===== src/rtl/node_fifo.sv =====
// node_fifo: valid/ready FIFO placed between two pipeline nodes.
// Ports: clk, rst_n, data_in/up_valid_in/up_ready_out (upstream),
//   data_out/dn_valid_out/dn_ready_in (downstream), count_out (fill level).
module node_fifo #(
    parameter int WIDTH = 32,
    parameter int DEPTH = 4
) (
    input  logic                       clk,
    input  logic                       rst_n,
    input  logic [WIDTH-1:0]           data_in,
    input  logic                       up_valid_in,
    output logic                       up_ready_out,
    output logic [WIDTH-1:0]           data_out,
    output logic                       dn_valid_out,
    input  logic                       dn_ready_in,
    output logic [$clog2(DEPTH):0]     count_out
);

    localparam int AW = $clog2(DEPTH);
    localparam int CW = AW + 1;

    logic [WIDTH-1:0] mem [DEPTH];
    logic [AW-1:0]    wr_ptr;
    logic [AW-1:0]    rd_ptr;
    logic [CW-1:0]    cnt;
    logic             in_fire;
    logic             out_fire;

    // Handshake outputs come from cnt only, so neither ready nor
    // valid has a combinational path from the opposite side.
    assign up_ready_out = (cnt != CW'(DEPTH));
    assign dn_valid_out = (cnt != '0);
    assign count_out    = cnt;
    assign data_out     = mem[rd_ptr];

    assign in_fire  = up_valid_in & up_ready_out;
    assign out_fire = dn_valid_out & dn_ready_in;

    always_ff @(posedge clk or negedge rst_n) begin
        if (!rst_n) begin
            wr_ptr <= '0;
            rd_ptr <= '0;
            cnt    <= '0;
            for (int i = 0; i < DEPTH; i++) begin
                mem[i] <= '0;
            end
        end else begin
            if (in_fire) begin
                mem[wr_ptr] <= data_in;
                wr_ptr      <= wr_ptr + AW'(1);
            end
            if (out_fire) begin
                rd_ptr <= rd_ptr + AW'(1);
            end
            unique case ({in_fire, out_fire})
                2'b10:   cnt <= cnt + CW'(1);
                2'b01:   cnt <= cnt - CW'(1);
                default: cnt <= cnt;
            endcase
        end
    end

endmodule


===== config.mk =====
export PLATFORM = sky130hd
export DESIGN_NAME = node_fifo
export DESIGN_NICKNAME = d
export VERILOG_FILES = /design/src/rtl/node_fifo.sv
export SDC_FILE = /design/constraint.sdc
export NUM_CORES = 1
export LEC_CHECK = 0
export ABC_AREA = 1
export CAP_MARGIN = 25
export CORE_ASPECT_RATIO = 1.25
export CORE_MARGIN = 2
export CORE_UTILIZATION = 30
export DETAILED_ROUTE_END_ITERATION = 10
export PLACE_DENSITY = 0.45
export SLEW_MARGIN = 20
export SYNTH_ARGS = -nofsm -noshare
export SYNTH_HDL_FRONTEND = slang
export SYNTH_SLANG_ARGS = --single-unit
export TNS_END_PERCENT = 5

===== constraint.sdc =====
create_clock -name clk -period 2.9 [get_ports clk]
set_clock_uncertainty 0.05 [all_clocks]
set_input_delay 0.87 -clock clk [delete_from_list [all_inputs] [get_ports clk]]
set_output_delay 0.87 -clock clk [all_outputs]
set_load 0.01 [all_outputs]

# Word-level counts from Yosys, hierarchy flattened
# Cells that the tools add are included.
# word_totals
regBits	135
in_bits	36
out_inout_bits	37
wordCells	31
# classes
addsub	4
order_cmp	3
n_eq_ne	3
muxes	7
bitwise_logic	4
reduce_logical	3
# ops
op	count
128-bit bitwise mux	1
32-bit 2-to-1 mux	3
32-bit binary-select mux with 2-bit select	1
32-bit demux with 2-bit select	1
3-bit >= comparator (second input constant)	2
2-bit inverter with 3-bit output	2
3-bit one-hot mux with 2 select lines	1
2-bit by 1-bit adder with 2-bit output (second input constant)	2
3-bit by 1-bit adder with 3-bit output (second input constant)	1
3-bit by 1-bit less-than comparator with 1-bit output (second input constant)	1
3-bit inequality test (second input constant)	1
3-bit nonzero test	1
3-bit by 1-bit subtractor with 3-bit output (second input constant)	1
1-bit AND	2
2-bit by 1-bit equality test with 1-bit output (second input constant)	1
2-bit equality test (second input constant)	1
2-bit nonzero test	1
1-bit logical AND	1

# Depth between registers and ports, before layout
# logic_depth
ltp_word	6
ltp_mapped	12
ltp_nobuf	12

# Worst setup path before layout
# Ideal clock, no wire load.
# synth_path
path_type	input port to flip-flop
from	in up_valid_in
to	reg cnt[2], in the netlist count_out[2]
setup_time_ps	117
t_arrival_ps	2097
required_time_ps	2733
setup_slack_ps	636
path_stages	10
path_buffers	2
path_cell_list	buf_4 -> buf_2 -> nand2_1 -> ha_1 -> inv_1 -> fa_1 -> nand2_1 -> nand3_1 -> nand2_1 -> nand2_1
# synth_via
elab_chain_cells	3
word_cells_on_any_way	5
classes_between	eq/ne: 2; mux: 1; bitwise: 1; reduce/logical: 1
# synth_lines
item	line_no	source
from (decl)	11	input logic up_valid_in,
1-bit AND (*)	36	assign in_fire = up_valid_in & up_ready_out;
2-bit by 1-bit equality test with 1-bit output or 2-bit equality test (tied branches)	55	unique case ({in_fire, out_fire})
3-bit one-hot mux with 2 select lines or 2-bit nonzero test (tied branches)	-	
to (signal assigned)	56	2'b10: cnt <= cnt + CW'(1);
to (signal assigned)	57	2'b01: cnt <= cnt - CW'(1);
to (signal assigned)	58	default: cnt <= cnt;
to (decl)	25	logic [CW-1:0] cnt;
# Every way passes the cells marked *; elsewhere a longest branch is shown, timed or not.
# A chain may end at the register's enable or synchronous reset.

# Worst setup path in the final report
# layout_path
from	reg rd_ptr[0]
to	out data_out[5]
# layout_via
elab_chain_cells	4
# layout_lines
item	line_no	source
from (decl)	24	logic [AW-1:0] rd_ptr;
from (signal assigned)	53	rd_ptr <= rd_ptr + AW'(1);
2-bit inverter with 3-bit output (not written as such)	34	assign data_out = mem[rd_ptr];
32-bit binary-select mux with 2-bit select	34	
32-bit 2-to-1 mux (not written as such) (2 in a row)	34	
to (decl)	13	output logic [WIDTH-1:0] data_out,
# Every way passes these cells. The select of a mux whose other input is x is not followed.

==> metrics <==
Layout Cells excl Fill=1172; Worst Path Arrival=2.05 ns; Mapped Cells=839; fin nets=924; R2R depth=6; Die H=171.1 µm; HPWL Detailed=about 13 mm; initial antenna violation count=0; Pleak=approximately 4.2 nW; M1 GR Usage=approximately a quarter; Vias/cell=5.096; via count=between 5000 and 6000; f_max=337.0 MHz; Final Hold Vio Count=0; GRT Resource Usage Total=a little under a fifth; Inst Count DP=1146; Least-Margin Pin Slew=0.6775 ns; pwr dens=1216 mW/mm²; htree depth=4; synthesis warning total=0; Slew headroom=54.84%; share of layout cells above drive strength 1=7.424%; CTS Buf Count=17; DRT Pass-1 Iters=5; Setup crit end kind=primary output; total setup buffers inserted after CTS=0; GRT met3 Usage=3.022%; Final Cycle Share=102.3%; Post-CTS Hold Fix Bufs=0; final setup vio count=3; violated checks=negative setup slack; FP Rows=61; post-synth cell types=20; worst vdd ir=around 0.53 mV; register area share after synthesis=slightly above 50%; hold_ws=0.3966 ns; Total Wirelength=21.18 mm; Area Growth Syn to Fin=23.68%; core area=0.02206 mm²; number of global-route vias before repair=6216; Worst R2R Start=count_out[0]; Iter 0 DRT Violations=approximately 300; Yosys top cell area share=50.42%; Area contributors post-synth=dfrtp_1 (50%), nand2_1 (15%), nand4_1 (12%); syn_nets=881; Ports=73; RePlAce Congestion=0.6993; Clock Tree Buf Depth=2; Setup crit start kind=flop; GR Overflow Total=0; FF+latch count, synth=135; # resized after CTS=19; Root Buffer Master=clkbuf_16; diode count=0; # DRC=0; CP startpoint=rd_ptr[0]; GR peak layer=met2; Initial Utilization=30.38%; Hold Crit Class=in2async; mapped cell area=roughly 0.0067 mm²; Clk Latency, worst-skew pair=0.41 ns; status=finished with violations; syn_area_per_cell=between 7 and 8 µm²; global-route track usage on met2=32.10%; max-cap viol count=0; post-route ant nets=0; mean routed wirelength per cell=18.08 µm; leading area contributor after synthesis=dfrtp_1; die area=0.02355 mm²; Fillers=2334; min Tclk post-route=2.967 ns; worst setup path class=reg2out; Max Slew Vio Count=0; CTS tree=built; Sinks on Clock Net=135; clock-pin slew on the worst setup and hold paths=0.06 ns; critical path fanouts, max=18; Worst EP required=between 1.5 and 2 ns; RSZ-0062 raised after global routing=true; fin worst setup slack=-0.06729 ns; wire length of the first global-routing pass=34.40 mm; Die Span X=137.7 µm; pin count of the biggest net entering global routing=~110; port buffer count=72
## metrics by stage
step	instance area [µm²]	setup TNS, ns	setup slack, ns	util (%)	total power, mW
final	8287	-0.1032	-0.06729	37.57	10.08
after global routing	8287	-0.4018	-0.1353	37.57	10.93
after CTS	8223	-0.9012	-0.09235	37.28	10.26
after detailed placement	7666	0	0.2383	34.76	8.213
after global placement	7666	0	0.2819	34.76	8.173
after floorplan	6700	0	0.6358	-	6.096
## routing by layer
layer / wire length (µm) / part of all wire (%) / up-vias
li1: - / - / 2904
met1: 9680 / 46 / 2950
met2: 10620 / 50 / 112
met3: 738 / 3.5 / 7
met4: 145 / 0.68 / 0
met5: 0 / 0 / -
## worst paths after layout
| check | slack, ns | to |
|---|---|---|
| max in group asynchronous | 1.66 | wr_ptr[1] |
| min in group clk | 0.41 | mem[29] |
| worst max-delay path | -0.07 | data_out[5] |
| worst min-delay path | 0.40 | mem[98] |
| worst min register to register | 0.41 | mem[29] |
| worst max register to register | 0.78 | mem[95] |
## area by class of cell
cell class	instances	area [µm²]	area share [%]
Clock buffer	22	484.2	5.843
Timing Repair Buffer	102	1094	13.20
Tap cell	283	354.1	4.273
Clock inverter	4	72.57	0.8757
Multi-Input combinational cell	615	2859	34.50
Sequential cell	135	3379	40.78
Inverter	11	43.79	0.5285
## synth_stat cells, drive strengths merged
cell type and instances:
buf 61, clkbuf 17, dfrtp 135, fa 1, ha 5, inv 11
nand2 276, nand3 9, nand4 129, nor2 97, o21ai 97, xnor2 1
## report_power, final
| part | switching (mW) | total [mW] | leakage (nW) | internal (mW) |
|---|---|---|---|---|
| logic | 2.85 | 4.73 | 2.21 | 1.88 |
| clock network | 0.778 | 2.10 | 0.272 | 1.33 |
| registers | 0.490 | 3.25 | 1.69 | 2.76 |
## flip-flops by register name, summed over array words and instances, names as in the netlist
register / cells
count_out: 3
mem: 128
rd_ptr: 2
wr_ptr: 2
## cell families after synthesis
family | Yosys count | share of synthesized area, %
AOI/OAI and AO/OA | 97 | 7.246
adders and majority gates | 6 | 1.233
DFF | 135 | 50.42
buffers and inverters | 89 | 6.910
xor gates and xnor gates | 1 | 0.1307
and+or+nand+nor | 511 | 34.06
## cell usage in the layout (no fill, tap or decap)
master           count
nand2_4              1
bufinv_16            2
nor2_2               1
dfrtp_2              1
inv_4                1
inv_2                1
nor2_1              96
nand3_1              5
nand4_1            129
dlymetal6s2s_1      14
clkbuf_16           17
clkbuf_1             1
clkbuf_8             4
nand2_1            275
buf_12               9
ha_1                 5
o21ai_0             25
o21ai_1             72
clkinvlp_4           1
buf_8                2
fa_1                 1
clkinv_2             1
nand3_2              4
clkdlybuf4s50_1     42
buf_6                2
dlygate4sd2_1       14
xnor2_1              1
dfrtp_1            134
inv_1                9
buf_4               19
## worst max-delay path: stages, from the launching register on
cell             delay [ns]
dfrtp_2                0.47
inv_4                  0.14
buf_12                 0.17
o21ai_1                0.07
o21ai_1                0.20
clkdlybuf4s50_1        0.57
No activity file was read; power rests on OpenSTA's default activity.
